==> config.mk <==
export PLATFORM = sky130hd
export DESIGN_NAME = pipelined_adder_flat
export DESIGN_NICKNAME = d
export VERILOG_FILES = /design/src/rtl/pipelined_adder_pkg.sv /design/src/rtl/pipelined_adder_if.sv /design/src/rtl/pipelined_adder_slice.sv /design/src/rtl/pipelined_adder.sv /design/src/flat_wrapper.sv
export SDC_FILE = /design/constraint.sdc
export NUM_CORES = 1
export LEC_CHECK = 0
export ABC_CLOCK_PERIOD_IN_PS = 5500
export BUFFER_PORTS_ARGS = -buffer_cell sky130_fd_sc_hd__buf_4
export CELL_PAD_IN_SITES_DETAIL_PLACEMENT = 1
export CELL_PAD_IN_SITES_GLOBAL_PLACEMENT = 1
export CORE_MARGIN = 2
export CORE_UTILIZATION = 30
export CTS_CLUSTER_SIZE = 40
export DETAILED_ROUTE_END_ITERATION = 8
export HOLD_SLACK_MARGIN = 0.06
export PLACE_DENSITY = 0.55
export SLEW_MARGIN = 20
export SYNTH_ARGS = -nofsm -noshare
export SYNTH_HDL_FRONTEND = slang
export SYNTH_SLANG_ARGS = --single-unit
export TNS_END_PERCENT = 1
==> constraint.sdc <==
create_clock -name clk -period 5.5 [get_ports clk]
set_clock_uncertainty 0.15 [all_clocks]
set_input_delay 0.275 -clock clk [delete_from_list [all_inputs] [get_ports clk]]
set_output_delay 0.275 -clock clk [all_outputs]
set_load 0.005 [all_outputs]
==> src/rtl/pipelined_adder_pkg.sv <==
// Shared defaults and elaboration helpers for the sliced add/subtract pipeline.
package pipelined_adder_pkg;

  localparam int DEF_WIDTH  = 16;
  localparam int DEF_STAGES = 4;

  // Width of one ripple slice; guarded so a bad STAGES value reaches the
  // parameter check instead of dividing by zero.
  function automatic int slice_width(input int width, input int stages);
    return (stages > 0) ? width / stages : 1;
  endfunction

  function automatic bit params_ok(input int width, input int stages);
    return (stages >= 1) && (stages <= width) && ((width % stages) == 0);
  endfunction

endpackage

==> src/rtl/pipelined_adder_if.sv <==
// Operand/result handshake bundle between the ALU and the pipelined adder.
interface pipelined_adder_if
  import pipelined_adder_pkg::*;
#(
  parameter int WIDTH = DEF_WIDTH
);

  logic             in_valid;
  logic             in_ready;
  logic [WIDTH-1:0] a;
  logic [WIDTH-1:0] b;
  logic             c_in;
  logic             sub;
  logic             out_valid;
  logic             out_ready;
  logic [WIDTH-1:0] sum;
  logic             c_out;
  logic             ovf;

  modport master (
    output in_valid, a, b, c_in, sub, out_ready,
    input  in_ready, out_valid, sum, c_out, ovf
  );

  modport slave (
    input  in_valid, a, b, c_in, sub, out_ready,
    output in_ready, out_valid, sum, c_out, ovf
  );

endinterface

==> src/rtl/pipelined_adder_slice.sv <==
// Combinational W-bit ripple-carry slice built from 1-bit full-adder cells.
module pipelined_adder_slice #(
  parameter int W = 4
) (
  input  logic [W-1:0] a,
  input  logic [W-1:0] b,
  input  logic         c_in,
  output logic [W-1:0] s,
  output logic         c_out,
  output logic         c_msb_in
);

  logic [W:0] c;

  assign c[0] = c_in;

  for (genvar i = 0; i < W; i++) begin : g_bit
    assign s[i]   = a[i] ^ b[i] ^ c[i];
    assign c[i+1] = (a[i] & b[i]) | (c[i] & (a[i] ^ b[i]));
  end

  assign c_out    = c[W];
  assign c_msb_in = c[W-1];

endmodule

==> src/rtl/pipelined_adder.sv <==
// WIDTH-bit add/subtract split into STAGES ripple slices with a registered carry
// between slices; one op per cycle, in-order results after STAGES cycles.
module pipelined_adder
  import pipelined_adder_pkg::*;
#(
  parameter int WIDTH  = DEF_WIDTH,
  parameter int STAGES = DEF_STAGES
) (
  input logic               clk,
  input logic               rst,
  pipelined_adder_if.slave  bus
);

  localparam int SW   = slice_width(WIDTH, STAGES);
  localparam int LAST = STAGES - 1;

  if (!params_ok(WIDTH, STAGES)) begin : g_bad_params
    $error("pipelined_adder: WIDTH must be a multiple of STAGES and 1 <= STAGES <= WIDTH");
  end

  logic             stall;
  logic [WIDTH-1:0] b_eff;
  logic             cin_eff;
  logic             ovf_r;

  // Subtraction is a + ~b + 1, so carry-in is forced high and c_in ignored.
  assign b_eff   = bus.sub ? ~bus.b : bus.b;
  assign cin_eff = bus.sub | bus.c_in;

  // Stall is global: every stage holds while the consumer refuses a result.
  assign stall        = bus.out_valid && !bus.out_ready;
  assign bus.in_ready = rst || !stall;

  for (genvar k = 0; k < STAGES; k++) begin : g_stage
    localparam int REM = WIDTH - k * SW;

    logic [REM-1:0]        op_a;
    logic [REM-1:0]        op_b;
    logic                  op_c;
    logic                  op_v;
    logic [SW-1:0]         s;
    logic                  c_top;
    logic                  c_msb;
    logic [(k+1)*SW-1:0]   s_next;
    logic [(k+1)*SW-1:0]   s_r;
    logic                  c_r;
    logic                  v_r;

    pipelined_adder_slice #(.W(SW)) u_slice (
      .a        (op_a[SW-1:0]),
      .b        (op_b[SW-1:0]),
      .c_in     (op_c),
      .s        (s),
      .c_out    (c_top),
      .c_msb_in (c_msb)
    );

    if (k == 0) begin : g_head
      assign op_a   = bus.a;
      assign op_b   = b_eff;
      assign op_c   = cin_eff;
      assign op_v   = bus.in_valid;
      assign s_next = s;
    end else begin : g_body
      assign op_a   = g_stage[k-1].g_fwd.a_r;
      assign op_b   = g_stage[k-1].g_fwd.b_r;
      assign op_c   = g_stage[k-1].c_r;
      assign op_v   = g_stage[k-1].v_r;
      assign s_next = {s, g_stage[k-1].s_r};
    end

    // ---- stage k -> k+1 boundary: unconsumed operand bits ride along ----
    if (k < LAST) begin : g_fwd
      logic [REM-SW-1:0] a_r;
      logic [REM-SW-1:0] b_r;
      logic              msb_unused;

      // Only the final slice's MSB carry feeds the overflow flag.
      assign msb_unused = c_msb;

      always_ff @(posedge clk) begin
        if (!stall) begin
          a_r <= op_a[REM-1:SW];
          b_r <= op_b[REM-1:SW];
        end
      end
    end

    always_ff @(posedge clk) begin
      if (rst) begin
        v_r <= 1'b0;
      end else if (!stall) begin
        v_r <= op_v;
      end
    end

    // Finished low sum bits are skewed along with the op; the last stage's
    // copy is the visible result, so it alone is cleared on reset.
    always_ff @(posedge clk) begin
      if (rst && (k == LAST)) begin
        s_r <= '0;
        c_r <= 1'b0;
      end else if (!stall) begin
        s_r <= s_next;
        c_r <= c_top;
      end
    end
  end

  // ---- final stage: overflow from the carries around the MSB ----
  always_ff @(posedge clk) begin
    if (rst) begin
      ovf_r <= 1'b0;
    end else if (!stall) begin
      ovf_r <= g_stage[LAST].c_msb ^ g_stage[LAST].c_top;
    end
  end

  assign bus.out_valid = g_stage[LAST].v_r;
  assign bus.sum       = g_stage[LAST].s_r;
  assign bus.c_out     = g_stage[LAST].c_r;
  assign bus.ovf       = ovf_r;

endmodule

==> src/flat_wrapper.sv <==
// flat-port wrapper written by rule: the top's interface ports become plain ports
module pipelined_adder_flat import pipelined_adder_pkg::*;
#(
  parameter int WIDTH  = DEF_WIDTH,
  parameter int STAGES = DEF_STAGES
)
  (clk, rst, bus_in_valid, bus_a, bus_b, bus_c_in, bus_sub, bus_out_ready, bus_in_ready, bus_out_valid, bus_sum, bus_c_out, bus_ovf);
  pipelined_adder_if #(.WIDTH(WIDTH)) bus_i ();
  input logic clk;
  input logic rst;
  input wire logic [$bits(bus_i.in_valid)-1:0] bus_in_valid;
  input wire logic [$bits(bus_i.a)-1:0] bus_a;
  input wire logic [$bits(bus_i.b)-1:0] bus_b;
  input wire logic [$bits(bus_i.c_in)-1:0] bus_c_in;
  input wire logic [$bits(bus_i.sub)-1:0] bus_sub;
  input wire logic [$bits(bus_i.out_ready)-1:0] bus_out_ready;
  output wire logic [$bits(bus_i.in_ready)-1:0] bus_in_ready;
  output wire logic [$bits(bus_i.out_valid)-1:0] bus_out_valid;
  output wire logic [$bits(bus_i.sum)-1:0] bus_sum;
  output wire logic [$bits(bus_i.c_out)-1:0] bus_c_out;
  output wire logic [$bits(bus_i.ovf)-1:0] bus_ovf;
  assign bus_i.in_valid = bus_in_valid;
  assign bus_i.a = bus_a;
  assign bus_i.b = bus_b;
  assign bus_i.c_in = bus_c_in;
  assign bus_i.sub = bus_sub;
  assign bus_i.out_ready = bus_out_ready;
  assign bus_in_ready = bus_i.in_ready;
  assign bus_out_valid = bus_i.out_valid;
  assign bus_sum = bus_i.sum;
  assign bus_c_out = bus_i.c_out;
  assign bus_ovf = bus_i.ovf;
  pipelined_adder #(.WIDTH(WIDTH), .STAGES(STAGES)) u_core (.clk(clk), .rst(rst), .bus(bus_i));
endmodule
==> flow_summary.toml <==
[run_status]
run_status = "finished, final reports clean"

[layout]
final_net_count = 362
final_core_util = 0.391
antenna-diode-count = 0
area_delta_synth_final_pct = 28.1
final_layout_size_suffix_gt1_frac = 0.249

[floorplanning]
core_sq_mm = 0.0120
design.die.area_sq_mm = 0.0131
chipWidth_um = 114
top_level_ports = 58
fp-row-count = 40
die_h_um = 114
initial_utilization = 0.305

[timing]
timing_max_transition_violations_final = 0
final.min_clock_period_ns = 2.57
relSlewSlack = 0.448
layout_worst_path_cycle_share = 0.467
hold_violations = 0
grt_setup_unrepaired = "false"
worst_pin_slew_ns = 0.829
setup_tns_ns = 0
fmaxAchievable_mhz = 389
setup_violations_final = 0

[worst_hold_path]
worst_hold_path.endpoint = "u_core.g_stage[0].g_fwd.b_r[4]$_DFFE_PN_"
timing.hold.worst.class = "input pin to flip-flop"
min-delay-start = "bus_b[8]"
hold-path-cell-count = 2

[placement]
gp_routability_congestion = 0.681
port_buffers = 57
detailed_place_hpwl_um = 3570

[worst_setup_path]
path_cells = "fa_1 -> inv_1 -> fa_1 -> inv_1 -> fa_1 -> inv_1 -> fa_1 -> a211oi_2"
timing.critical_path.from_type = "flip-flop"
worst_setup_path_end_kind = "flip-flop"
critical_register_to_register_path_startpoint = "u_core.g_stage[2].g_fwd.b_r[0]$_DFFE_PN_"
crit_arrival_ns = 2.67
critical-path-top-cell-by-count = "sky130_fd_sc_hd__fa_1"
endpoint_of_the_worst_register_to_register_path = "u_core.bus.sum[15]$_SDFFE_PP0N_"
cp_slowest_cell = "sky130_fd_sc_hd__fa_1"
worst-r2r-cell-count = 8
critical_path_peak_fanout = 2
worst_path_class_setup = "flip-flop to flip-flop"
rrSetupSlack_ns = 2.93
timing.critical_path.slowest_cell_delay_ns = 0.46
crit_path_start = "u_core.g_stage[2].g_fwd.b_r[0]$_DFFE_PN_"
critPathRequiredTime_ns = 5.60

[synth]
post_synth_inst_count = 235
yosys.cell_types.count = 18
ys_seq_elements = 97
synth.net_count = 289
mappedNetlistArea_sq_mm = 0.00365
synth_seq_area_share = 0.738
post_synthesis_area_per_instance_sq_um = 15.5
yosys_warnings = 0

[pwr]
pwr_density_cell_mw_per_mm2 = 393
pleak_nw = 1.95
vdd.ir_drop.worst_uv = 156

[clock_tree]
ctsHoldBuffers = 13
ctsHtreeMaxLevel = 3
clock_insertion_delay_at_the_later_pin_of_the_skew_report_ns = 0.34
clkTransAtPathRegs_ns = 0.06
cts_buffers = 9
tritoncts = "done"
post-cts-setup-buffers = 0
clock-root-buffer = "sky130_fd_sc_hd__clkbuf_16"
cts_resized = 0
cts_sinks = 97
clock_path_buffers = 2

[run]
max-cap-violations = 0

[detailed_routing]
vias_per_cell = 4.06
drt_first_iter_violations = 74
final_antenna_net_count = 0
vias = 1866
wl_per_cell_um = 12.4
first_pass_iteration_count_of_the_detailed_router = 4
route.detailed.drc = 0
detail_route.wirelength_um = 5690

[global_route]
grt_start_max_net_pins = 100
first_global_vias = 1950
grt.overflow.total = 0
track_usage = 0.0970
antenna_violations_before_repair = 0
grt_pass1_wl_um = 9400
[cells by family (layout without fill, tap and decap cells)]
group | after synthesis | after routing | share of synthesized area
DFF | 97 | 97 | 0.738
AOI/OAI and AO/OA | 21 | 21 | 0.0350
xor gates and xnor gates | 17 | 17 | 0.0408
buffers and inverters | 40 | 118 | 0.0494
adders and majority gates | 16 | 16 | 0.0878
and+or+nand+nor | 44 | 44 | 0.0494
[worst max-delay path by stage]
stage	slack (ns)	endpoint	cells past startpoint
finish	2.93	u_core.bus.sum[15]$_SDFFE_PP0N_	8
global route	2.78	u_core.bus.sum[15]$_SDFFE_PP0N_	8
CTS	2.90	u_core.bus.sum[15]$_SDFFE_PP0N_	8
detailed placement	2.82	u_core.g_stage[0].s_r[3]$_DFFE_PN_	8
global placement	2.86	u_core.g_stage[0].s_r[3]$_DFFE_PN_	8
floorplan	2.88	u_core.g_stage[0].s_r[3]$_DFFE_PN_	9
[placed cells by master, fill, tap and decap left out]
| cell | synthesis | layout |
|---|---|---|
| sky130_fd_sc_hd__edfxtp_1 | 75 | 75 |
| sky130_fd_sc_hd__inv_6 | 0 | 1 |
| sky130_fd_sc_hd__nand2_1 | 36 | 36 |
| sky130_fd_sc_hd__dlygate4sd3_1 | 0 | 13 |
| sky130_fd_sc_hd__inv_1 | 31 | 31 |
| sky130_fd_sc_hd__clkbuf_16 | 0 | 10 |
| sky130_fd_sc_hd__nand2b_1 | 1 | 1 |
| sky130_fd_sc_hd__clkinvlp_4 | 0 | 1 |
| sky130_fd_sc_hd__buf_4 | 5 | 57 |
| sky130_fd_sc_hd__clkbuf_1 | 1 | 1 |
| sky130_fd_sc_hd__fa_1 | 16 | 16 |
| sky130_fd_sc_hd__dfxtp_1 | 22 | 22 |
| sky130_fd_sc_hd__xor2_1 | 15 | 15 |
| sky130_fd_sc_hd__or2_2 | 1 | 1 |
| sky130_fd_sc_hd__a21oi_1 | 18 | 18 |
| sky130_fd_sc_hd__nor2b_4 | 1 | 1 |
| sky130_fd_sc_hd__xnor2_1 | 2 | 2 |
| sky130_fd_sc_hd__bufinv_16 | 0 | 2 |
| sky130_fd_sc_hd__clkinv_2 | 0 | 1 |
| sky130_fd_sc_hd__nor2_1 | 5 | 5 |
| sky130_fd_sc_hd__a211oi_2 | 3 | 3 |
| sky130_fd_sc_hd__clkbuf_8 | 0 | 1 |
[metrics by stage]
step / setup slack [ns] / power [mW] / instances / area (sq um) / hold slack [ns]
global placement: 2.86 / 1.15 / 431 / 4200 / 0.251
detailed placement: 2.82 / 1.16 / 431 / 4200 / 0.255
CTS: 2.90 / 1.87 / 460 / 4670 / 0.0669
global route: 2.78 / 1.94 / 460 / 4680 / 0.0683
finish: 2.93 / 1.84 / 460 / 4680 / 0.0767
floorplan: 2.88 / 1.06 / 235 / 3650 / 0.190
[synthesized netlist by cell type, drive strengths merged]
cell,number,area (sq um)
a211oi,3,37.5
a21oi,18,90.1
buf,7,53.8
clkbuf,1,3.75
dfxtp,22,440
edfxtp,75,2250
fa,16,320
inv,32,123
nand2,36,135
nand2b,1,6.26
nor2,5,18.8
nor2b,1,13.8
or2,1,6.26
xnor2,2,17.5
xor2,15,131
[metal layers]
layer / wire (um) / track usage
met5: 0 / 0
met4: 114 / 0.0585
met3: 227 / 0.0259
met2: 2720 / 0.144
met1: 2620 / 0.127
[final cells by class]
type	count	area, sq um
clock buffer	12	268
timing repair buffer	70	558
clock inverter	4	72.6
multi-input combinational	98	777
sequential	97	2690
inverter	32	125
fill	1218	7280
tap	147	184
[flip-flops by register name, summed over array words and instances, names as in the netlist]
signal and cells:
u_core.g_stage.v_r 3, u_core.g_stage.c_r 3, u_core.g_stage.g_fwd.a_r 24, u_core.bus.out_valid 1
u_core.g_stage.g_fwd.b_r 24, u_core.g_stage.s_r 24, u_core.bus.sum 16, u_core.bus.c_out 1
u_core.bus.ovf 1
[power by group]
| part | internal [mW] | switching (mW) |
|---|---|---|
| Clock | 0.438 | 0.259 |
| Sequential | 0.923 | 0.0398 |
| Combinational | 0.0988 | 0.0809 |
| Total | 1.46 | 0.380 |
[worst max-delay path: cells and delay by family (launching register included)]
family / cells / cell delay [ns]
compound gates: 1 / 0.19
fa+ha+maj: 4 / 1.49
buf+inv: 3 / 0.26
flops: 1 / 0.39
Power figures use the tool's default switching activity.
